--- config.mk ---
export PLATFORM = sky130hd
export DESIGN_NAME = i2c_gpio_target
export DESIGN_NICKNAME = d
export VERILOG_FILES = /design/src/rtl/i2c_gpio_pkg.sv /design/src/rtl/i2c_gpio_target_bus_sync.sv /design/src/rtl/i2c_gpio_target.sv
export SDC_FILE = /design/constraint.sdc
export NUM_CORES = 1
export LEC_CHECK = 0
export CORE_MARGIN = 8
export CORE_UTILIZATION = 50
export CTS_CLUSTER_SIZE = 40
export DETAILED_ROUTE_END_ITERATION = 12
export PLACE_DENSITY = 0.72
export SYNTH_ARGS = -nofsm -noshare
export SYNTH_HDL_FRONTEND = slang
export SYNTH_SLANG_ARGS = --single-unit
export TNS_END_PERCENT = 20
--- constraint.sdc ---
create_clock -name s_clk_25mhz -period 5.6 [get_ports s_clk_25mhz]
set_input_delay 1.12 -clock s_clk_25mhz [delete_from_list [all_inputs] [get_ports s_clk_25mhz]]
set_output_delay 1.12 -clock s_clk_25mhz [all_outputs]
set_load 0.02 [all_outputs]
--- src/rtl/i2c_gpio_pkg.sv ---
// Shared definitions for the I2C GPIO expander target.
// Holds the bus FSM state encoding, the register map indices and the register
// reset constants used by i2c_gpio_target and its helpers.
`timescale 1ns/1ps

package i2c_gpio_pkg;

    typedef enum logic [3:0] {
        ST_IDLE,
        ST_ADDR,
        ST_ADDR_ACK,
        ST_PTR,
        ST_PTR_ACK,
        ST_WDATA,
        ST_WDATA_ACK,
        ST_RDATA,
        ST_RDATA_ACK,
        ST_IGNORE
    } state_t;

    localparam logic [2:0] REG_IN0  = 3'd0;
    localparam logic [2:0] REG_IN1  = 3'd1;
    localparam logic [2:0] REG_OUT0 = 3'd2;
    localparam logic [2:0] REG_OUT1 = 3'd3;
    localparam logic [2:0] REG_POL0 = 3'd4;
    localparam logic [2:0] REG_POL1 = 3'd5;
    localparam logic [2:0] REG_CFG0 = 3'd6;
    localparam logic [2:0] REG_CFG1 = 3'd7;

    localparam logic [7:0] OUT_RST = 8'hFF;
    localparam logic [7:0] POL_RST = 8'h00;
    localparam logic [7:0] CFG_RST = 8'hFF;

    // Highest pointer value the target accepts.
    localparam logic [7:0] PTR_MAX = 8'h07;

endpackage

--- src/rtl/i2c_gpio_target_bus_sync.sv ---
// i2c_bus_sync: brings the asynchronous SCL/SDA lines into the system clock
// domain and derives bus events from them.
// Ports:
//   s_clk_25mhz, rst_n   system clock, async active-low reset
//   scl_in, sda_in       raw bus lines
//   scl_rise, scl_fall   one-clock pulses on synchronised SCL edges
//   start_det, stop_det  one-clock pulses for START / STOP conditions
//   sda_s                synchronised SDA level
`timescale 1ns/1ps

module i2c_bus_sync
    import i2c_gpio_pkg::*;
#(
    parameter int SYNC_STAGES = 2
) (
    input  logic s_clk_25mhz,
    input  logic rst_n,
    input  logic scl_in,
    input  logic sda_in,
    output logic scl_rise,
    output logic scl_fall,
    output logic start_det,
    output logic stop_det,
    output logic sda_s
);

    logic [SYNC_STAGES-1:0] scl_sync;
    logic [SYNC_STAGES-1:0] sda_sync;
    logic                   scl_s;
    logic                   scl_d;
    logic                   sda_d;

    // Synchroniser chains plus one history flop per line. Everything resets
    // to 1 so an idle bus produces no spurious edges when reset is released.
    always_ff @(posedge s_clk_25mhz or negedge rst_n) begin
        if (!rst_n) begin
            scl_sync <= '1;
            sda_sync <= '1;
            scl_d    <= 1'b1;
            sda_d    <= 1'b1;
        end else begin
            scl_sync <= {scl_sync[SYNC_STAGES-2:0], scl_in};
            sda_sync <= {sda_sync[SYNC_STAGES-2:0], sda_in};
            scl_d    <= scl_s;
            sda_d    <= sda_s;
        end
    end

    assign scl_s = scl_sync[SYNC_STAGES-1];
    assign sda_s = sda_sync[SYNC_STAGES-1];

    // SDA moving while SCL is held high (now and one clock ago) is a
    // START or STOP; SDA never changes around an SCL edge for normal data.
    assign scl_rise  = scl_s & ~scl_d;
    assign scl_fall  = ~scl_s & scl_d;
    assign start_det = scl_s & scl_d & sda_d & ~sda_s;
    assign stop_det  = scl_s & scl_d & ~sda_d & sda_s;

endmodule

--- src/rtl/i2c_gpio_target.sv ---
// i2c_gpio_target: I2C target modelling a 16-bit GPIO expander.
// Registers: 0/1 input (gpio_in XOR polarity), 2/3 output, 4/5 polarity,
// 6/7 config (bit = 1 means input, so gpio_oe is the inverse).
// Ports:
//   s_clk_25mhz, rst_n   system clock, async active-low reset
//   scl_in, sda_in       raw bus lines
//   sda_oe               1 = pull SDA low
//   gpio_in              pin levels read through registers 0/1
//   gpio_out, gpio_oe    {reg3,reg2} and ~{reg7,reg6}
//   wr_strobe, wr_reg    one-clock commit pulse and committed register index
`timescale 1ns/1ps

module i2c_gpio_target
    import i2c_gpio_pkg::*;
#(
    parameter logic [6:0] ADDR7       = 7'h74,
    parameter int         SYNC_STAGES = 2
) (
    input  logic        s_clk_25mhz,
    input  logic        rst_n,
    input  logic        scl_in,
    input  logic        sda_in,
    output logic        sda_oe,
    input  logic [15:0] gpio_in,
    output logic [15:0] gpio_out,
    output logic [15:0] gpio_oe,
    output logic        wr_strobe,
    output logic [2:0]  wr_reg
);

    logic scl_rise;
    logic scl_fall;
    logic start_det;
    logic stop_det;
    logic sda_s;

    state_t     state, state_nxt;
    logic [3:0] bit_cnt, bit_cnt_nxt;
    logic [7:0] shift, shift_nxt;
    logic [2:0] ptr, ptr_nxt;
    logic       rw, rw_nxt;
    logic       mack, mack_nxt;
    logic       sda_oe_nxt;
    logic       wr_strobe_nxt;
    logic [2:0] wr_reg_nxt;
    logic [7:0] out0, out0_nxt;
    logic [7:0] out1, out1_nxt;
    logic [7:0] pol0, pol0_nxt;
    logic [7:0] pol1, pol1_nxt;
    logic [7:0] cfg0, cfg0_nxt;
    logic [7:0] cfg1, cfg1_nxt;
    logic [2:0] load_ptr;
    logic [7:0] rd_byte;
    logic [7:0] wr_byte;

    i2c_bus_sync #(
        .SYNC_STAGES (SYNC_STAGES)
    ) u_bus_sync (
        .s_clk_25mhz (s_clk_25mhz),
        .rst_n       (rst_n),
        .scl_in      (scl_in),
        .sda_in      (sda_in),
        .scl_rise    (scl_rise),
        .scl_fall    (scl_fall),
        .start_det   (start_det),
        .stop_det    (stop_det),
        .sda_s       (sda_s)
    );

    // Byte presented on a read load. After a master ACK the pointer toggles
    // in the same clock as the load, so the mux looks ahead to the new value.
    always_comb begin
        load_ptr = (state == ST_RDATA_ACK) ? {ptr[2:1], ~ptr[0]} : ptr;
        rd_byte  = 8'h00;
        case (load_ptr)
            REG_IN0:  rd_byte = gpio_in[7:0] ^ pol0;
            REG_IN1:  rd_byte = gpio_in[15:8] ^ pol1;
            REG_OUT0: rd_byte = out0;
            REG_OUT1: rd_byte = out1;
            REG_POL0: rd_byte = pol0;
            REG_POL1: rd_byte = pol1;
            REG_CFG0: rd_byte = cfg0;
            REG_CFG1: rd_byte = cfg1;
            default:  rd_byte = 8'h00;
        endcase
    end

    assign wr_byte = {shift[6:0], sda_s};

    // Next-state and datapath decode. START/STOP override everything; data
    // bits are counted on SCL rise and SDA is only changed on SCL fall. A
    // received byte is complete when bit_cnt reaches 8 and is acted on at
    // the following SCL fall, except write data which commits on bit 8 so a
    // STOP inside the byte can never produce a partial update.
    always_comb begin
        state_nxt     = state;
        bit_cnt_nxt   = bit_cnt;
        shift_nxt     = shift;
        ptr_nxt       = ptr;
        rw_nxt        = rw;
        mack_nxt      = mack;
        sda_oe_nxt    = sda_oe;
        wr_strobe_nxt = 1'b0;
        wr_reg_nxt    = wr_reg;
        out0_nxt      = out0;
        out1_nxt      = out1;
        pol0_nxt      = pol0;
        pol1_nxt      = pol1;
        cfg0_nxt      = cfg0;
        cfg1_nxt      = cfg1;

        if (start_det) begin
            state_nxt   = ST_ADDR;
            bit_cnt_nxt = 4'd0;
            sda_oe_nxt  = 1'b0;
        end else if (stop_det) begin
            state_nxt   = ST_IDLE;
            bit_cnt_nxt = 4'd0;
            sda_oe_nxt  = 1'b0;
        end else begin
            case (state)
                ST_ADDR, ST_PTR, ST_WDATA: begin
                    if (scl_rise && bit_cnt != 4'd8) begin
                        shift_nxt   = wr_byte;
                        bit_cnt_nxt = bit_cnt + 4'd1;
                        if (state == ST_WDATA && bit_cnt == 4'd7) begin
                            case (ptr)
                                REG_OUT0: out0_nxt = wr_byte;
                                REG_OUT1: out1_nxt = wr_byte;
                                REG_POL0: pol0_nxt = wr_byte;
                                REG_POL1: pol1_nxt = wr_byte;
                                REG_CFG0: cfg0_nxt = wr_byte;
                                REG_CFG1: cfg1_nxt = wr_byte;
                                default: ;
                            endcase
                            if (ptr != REG_IN0 && ptr != REG_IN1) begin
                                wr_strobe_nxt = 1'b1;
                                wr_reg_nxt    = ptr;
                            end
                            ptr_nxt = {ptr[2:1], ~ptr[0]};
                        end
                    end else if (scl_fall && bit_cnt == 4'd8) begin
                        bit_cnt_nxt = 4'd0;
                        if (state == ST_ADDR) begin
                            if (shift[7:1] == ADDR7) begin
                                state_nxt  = ST_ADDR_ACK;
                                rw_nxt     = shift[0];
                                sda_oe_nxt = 1'b1;
                            end else begin
                                state_nxt  = ST_IGNORE;
                            end
                        end else if (state == ST_PTR) begin
                            if (shift <= PTR_MAX) begin
                                state_nxt  = ST_PTR_ACK;
                                ptr_nxt    = shift[2:0];
                                sda_oe_nxt = 1'b1;
                            end else begin
                                state_nxt  = ST_IGNORE;
                            end
                        end else begin
                            state_nxt  = ST_WDATA_ACK;
                            sda_oe_nxt = 1'b1;
                        end
                    end
                end

                ST_ADDR_ACK: begin
                    if (scl_fall) begin
                        bit_cnt_nxt = 4'd0;
                        if (rw) begin
                            state_nxt  = ST_RDATA;
                            shift_nxt  = rd_byte;
                            sda_oe_nxt = ~rd_byte[7];
                        end else begin
                            state_nxt  = ST_PTR;
                            sda_oe_nxt = 1'b0;
                        end
                    end
                end

                ST_PTR_ACK, ST_WDATA_ACK: begin
                    if (scl_fall) begin
                        state_nxt   = ST_WDATA;
                        bit_cnt_nxt = 4'd0;
                        sda_oe_nxt  = 1'b0;
                    end
                end

                ST_RDATA: begin
                    if (scl_rise) begin
                        bit_cnt_nxt = bit_cnt + 4'd1;
                    end else if (scl_fall) begin
                        if (bit_cnt == 4'd8) begin
                            state_nxt   = ST_RDATA_ACK;
                            bit_cnt_nxt = 4'd0;
                            sda_oe_nxt  = 1'b0;
                        end else begin
                            shift_nxt  = {shift[6:0], 1'b0};
                            sda_oe_nxt = ~shift[6];
                        end
                    end
                end

                ST_RDATA_ACK: begin
                    if (scl_rise) begin
                        mack_nxt = ~sda_s;
                    end else if (scl_fall) begin
                        if (mack) begin
                            state_nxt   = ST_RDATA;
                            ptr_nxt     = load_ptr;
                            shift_nxt   = rd_byte;
                            bit_cnt_nxt = 4'd0;
                            sda_oe_nxt  = ~rd_byte[7];
                        end else begin
                            state_nxt  = ST_IGNORE;
                            sda_oe_nxt = 1'b0;
                        end
                    end
                end

                default: ;
            endcase
        end
    end

    // State and register storage; reset releases SDA and restores the
    // power-on register image immediately.
    always_ff @(posedge s_clk_25mhz or negedge rst_n) begin
        if (!rst_n) begin
            state     <= ST_IDLE;
            bit_cnt   <= 4'd0;
            shift     <= 8'h00;
            ptr       <= 3'd0;
            rw        <= 1'b0;
            mack      <= 1'b0;
            sda_oe    <= 1'b0;
            wr_strobe <= 1'b0;
            wr_reg    <= 3'd0;
            out0      <= OUT_RST;
            out1      <= OUT_RST;
            pol0      <= POL_RST;
            pol1      <= POL_RST;
            cfg0      <= CFG_RST;
            cfg1      <= CFG_RST;
        end else begin
            state     <= state_nxt;
            bit_cnt   <= bit_cnt_nxt;
            shift     <= shift_nxt;
            ptr       <= ptr_nxt;
            rw        <= rw_nxt;
            mack      <= mack_nxt;
            sda_oe    <= sda_oe_nxt;
            wr_strobe <= wr_strobe_nxt;
            wr_reg    <= wr_reg_nxt;
            out0      <= out0_nxt;
            out1      <= out1_nxt;
            pol0      <= pol0_nxt;
            pol1      <= pol1_nxt;
            cfg0      <= cfg0_nxt;
            cfg1      <= cfg1_nxt;
        end
    end

    assign gpio_out = {out1, out0};
    assign gpio_oe  = ~{cfg1, cfg0};

endmodule

==> metrics.log <==
INFO  metric numClockSinks = 80
INFO  metric num_vias = 3,816
INFO  metric dr.pass1.iters = 5
INFO  metric routedLengthMet1 = 5.46 mm
INFO  metric yosys_reg_bits = 80
INFO  metric worst-r2r-setup-slack = 2.29 ns
INFO  metric whs_path_depth = 0
INFO  metric antenna_violating_nets_post_route = 0
INFO  metric unrepaired_setup_endpoints_after_global_routing = no
INFO  metric grt_overflow = 0
INFO  metric antenna_cells = 0
INFO  metric placement_rows = 35
INFO  metric syn2layout_area_growth = 17.5%
INFO  metric wl = 12.3 mm
INFO  metric irDropWorstVdd = 188 uV
INFO  metric routedWlPerCell = 19.5 microns
INFO  metric required = 5.84 ns
INFO  metric layout_worst_path_cycle_share = 0.591
INFO  metric p_leak = 2.25 nW
INFO  metric routed.top_layer = met4
INFO  metric worst_hold_startpoint = u_bus_sync.scl_sync[0]
INFO  metric clock_insertion_delay_worst_skew = 0.36 ns
INFO  metric synthesis.nets = 507
INFO  metric place.detailed.hpwl = 8.74 mm
INFO  metric setup.worst_path.end_class = flop
INFO  metric design_area = 5480 sq um
INFO  metric finClkSkew = 0.0101 ns
INFO  metric multi_input_area = 2350 sq um
INFO  metric place.detailed.instances = 616
INFO  metric cts.repair.resized = 0
INFO  metric rr_endpoint = shift[4]
INFO  metric hold_path_end = u_bus_sync.scl_sync[1]
INFO  metric timing.fmax = 302 MHz
INFO  metric clk_pin_slew = 0.09 ns
INFO  metric root_buffer = sky130_fd_sc_hd__clkbuf_8
INFO  metric postCtsSetupBuffers = 0
INFO  metric period_minus_slack = 3.31 ns
INFO  metric path_cells = nor4b_2 > xnor2_1 > nand3_1 > o22ai_1 > nor3_1 > a211o_1
INFO  metric cts_made_buffers = 9
INFO  metric synth.top_cells.by_area = sky130_fd_sc_hd__dfrtp_1 23%, sky130_fd_sc_hd__dfstp_2 21%, sky130_fd_sc_hd__mux2_1 6.8%
INFO  metric worstPathArrival = 3.55 ns
INFO  metric report.final.slew_viol_count = 0
INFO  metric clk_path_buf_depth = 2
INFO  metric layout-drive-gt1-share = 0.148
INFO  metric timing.setup.critical_path_class = flop to flop
INFO  metric seq_area_frac_synth = 0.440
INFO  metric htree_levels = 3
INFO  metric report.final.setup_viol = 0
INFO  metric status = completed
INFO  metric die_height = 113 microns
INFO  metric finalNetCount = 542
INFO  metric first_global_vias = 3,799
INFO  metric netlist.top_cell.by_area = sky130_fd_sc_hd__dfrtp_1
INFO  metric grt_antenna_before_repair = 0
INFO  metric yosys.cell_types.count = 68
INFO  metric synth_area = 4660 sq um
INFO  metric drt_first_iter_violations = 221
INFO  metric io_pins = 57
INFO  metric syn_inst = 481
INFO  metric critical_path_peak_fanout = 24
INFO  metric grt_start_max_net_pins = 81
INFO  metric postPlaceCellArea = 5210 sq um
INFO  metric drv.max_cap_violation_count = 0
INFO  metric critical_path_launch_point_type = flop
INFO  metric grt_pass1_wl = 20.0 mm
INFO  metric synth_top_area_share = 0.226
INFO  metric max-slew-margin-rel = 0.259
INFO  metric ff2ff_path_depth = 6
INFO  metric finalSetupTns = 0 ns
INFO  metric initial_core_util = 0.509
INFO  metric finalHoldWorstSlack = 0.360 ns
INFO  metric drt-vias-per-instance = 6.04
INFO  metric worstMarginPinSlew = 1.10 ns
INFO  metric hold_class = flop to flop
INFO  metric synth_warn = 0
INFO  metric crit_slowest_cell = sky130_fd_sc_hd__nor4b_2
INFO  metric die-area = 12,700 sq um
INFO  metric r2r_start = state[3]
INFO  metric gpl_wtd_cong = 0.914
INFO  metric postSynth.asyncResetShare = 1.00
INFO  metric dominantRegCellSynth = sky130_fd_sc_hd__dfrtp_1
INFO  metric layout.cells.non_filler = 632
INFO  metric portBuffers = 56
INFO  metric core_area = 9150 sq um
INFO  metric syn_avg_cell_area = 9.69 sq um
INFO  metric met3_routed_wl = 677 microns
INFO  metric seqCellArea = 2050 sq um
INFO  metric critical-path-max-stage-delay = 0.95 ns
INFO  metric cts_hold_buffers = 0
INFO  metric tritoncts = built
INFO  metric drc = 0
INFO  metric route.met2.wl = 5.91 mm
INFO  metric share_of_the_core_filled_with_cells_in_the_final_layout = 0.598
INFO  metric pwr_density_cell = 405 nW/um^2
INFO  metric die_w = 113 microns
INFO  metric global_route.usage.total = 0.197
INFO  metric finalHoldViolCount = 0
INFO  metric number_of_enable_type_register_cells_in_the_synthesized_netlist = 0
INFO  metric n_fill_cell = 777
[Yosys cell counts, types with 2 or more instances]
| library cell | number |
|---|---|
| sky130_fd_sc_hd__mux2_2 | 11 |
| sky130_fd_sc_hd__o21ai_0 | 22 |
| sky130_fd_sc_hd__nor4_1 | 4 |
| sky130_fd_sc_hd__dfrtp_1 | 42 |
| sky130_fd_sc_hd__or2_1 | 2 |
| sky130_fd_sc_hd__nor3_4 | 2 |
| sky130_fd_sc_hd__nor2_1 | 31 |
| sky130_fd_sc_hd__a211oi_1 | 7 |
| sky130_fd_sc_hd__nand3_1 | 9 |
| sky130_fd_sc_hd__a21oi_1 | 20 |
| sky130_fd_sc_hd__a221oi_1 | 2 |
| sky130_fd_sc_hd__inv_1 | 26 |
| sky130_fd_sc_hd__nand4b_1 | 4 |
| sky130_fd_sc_hd__o21a_1 | 2 |
| sky130_fd_sc_hd__o41ai_1 | 2 |
| sky130_fd_sc_hd__nor3_1 | 10 |
| sky130_fd_sc_hd__a311o_1 | 2 |
| sky130_fd_sc_hd__a31oi_1 | 3 |
| sky130_fd_sc_hd__o31ai_1 | 2 |
| sky130_fd_sc_hd__o21ai_1 | 14 |
| sky130_fd_sc_hd__nand2b_1 | 6 |
| sky130_fd_sc_hd__buf_6 | 2 |
| sky130_fd_sc_hd__nor2b_1 | 5 |
| sky130_fd_sc_hd__buf_2 | 9 |
| sky130_fd_sc_hd__a21o_1 | 4 |
| sky130_fd_sc_hd__or4_1 | 3 |
| sky130_fd_sc_hd__mux2_1 | 28 |
| sky130_fd_sc_hd__xor2_1 | 7 |
| sky130_fd_sc_hd__clkbuf_1 | 19 |
| sky130_fd_sc_hd__or3_1 | 7 |
| sky130_fd_sc_hd__mux2i_1 | 16 |
| sky130_fd_sc_hd__nand3b_1 | 3 |
| sky130_fd_sc_hd__dfstp_2 | 38 |
| sky130_fd_sc_hd__buf_4 | 2 |
| sky130_fd_sc_hd__nor3b_1 | 2 |
| sky130_fd_sc_hd__nand2_1 | 56 |
| sky130_fd_sc_hd__a211o_1 | 7 |
| sky130_fd_sc_hd__xnor2_1 | 10 |
| sky130_fd_sc_hd__o22ai_1 | 6 |
| sky130_fd_sc_hd__ha_1 | 6 |
[critical path: cells and delay by family, from the launching register on]
| family | cells | cell delay [ns] |
|---|---|---|
| xor gates and xnor gates | 1 | 0.44 |
| and+or+nand+nor | 3 | 1.41 |
| AOI/OAI and AO/OA | 2 | 0.57 |
| DFF | 1 | 0.76 |
[routing by layer]
layer,global-route usage,vias up
met4,0.0800,0
met5,0,-
li1,-,1774
met1,0.253,1886
met3,0.0381,22
met2,0.318,134
[stage by stage]
step           power (mW)  setup slack, ns
2_1_floorplan        1.43             3.31
3_3_place_gp         1.63             2.47
3_5_place_dp         1.64             2.34
4_1_cts              2.22             2.31
5_1_grt              2.35             2.02
6_report             2.22             2.29
[kinds of logic after synthesis]
| logic type | after synthesis | share of synthesized area |
|---|---|---|
| xor+xnor | 17 | 0.0319 |
| fa+ha+maj | 6 | 0.0161 |
| flops | 80 | 0.440 |
| mux | 56 | 0.133 |
| compound gates | 105 | 0.145 |
| simple gates | 157 | 0.179 |
| buf+inv | 60 | 0.0556 |
[worst max path at each step]
stage	from	end	slack, ns	depth (start not counted)
5_1_grt	state[3]	shift[3]	2.02	6
4_1_cts	state[3]	shift[4]	2.31	6
6_report	state[3]	shift[4]	2.29	6
2_1_floorplan	u_bus_sync.scl_d	shift[3]	3.31	7
3_5_place_dp	state[3]	shift[4]	2.34	6
3_3_place_gp	state[3]	shift[4]	2.47	6
[placed cells by master (no fill, tap or decap), drive strengths merged, types with 7 or more instances in the layout]
cell type	instances
nand3	10
dfrtp	42
mux2i	16
xor2	7
nand2	56
a211o	7
nor2	32
inv	28
dfstp	38
clkbuf	10
o21ai	36
mux2	39
a21oi	20
xnor2	10
or3	7
nor3	12
a211oi	7
clkdlybuf4s50	55
[final cells by class]
class	instances	share of cell area
Inverter	27	0.0185
Multi-Input combinational cell	341	0.430
Clock inverter	6	0.0256
Clock buffer	10	0.0233
Timing Repair Buffer	57	0.103
Tap cell	111	0.0254
Sequential cell	80	0.374
[report_power, final]
part | switching, mW | internal [mW]
Clock | 0.230 | 0.346
Sequential | 0.229 | 0.641
Combinational | 0.446 | 0.325
(Power assumes the default switching activity.)
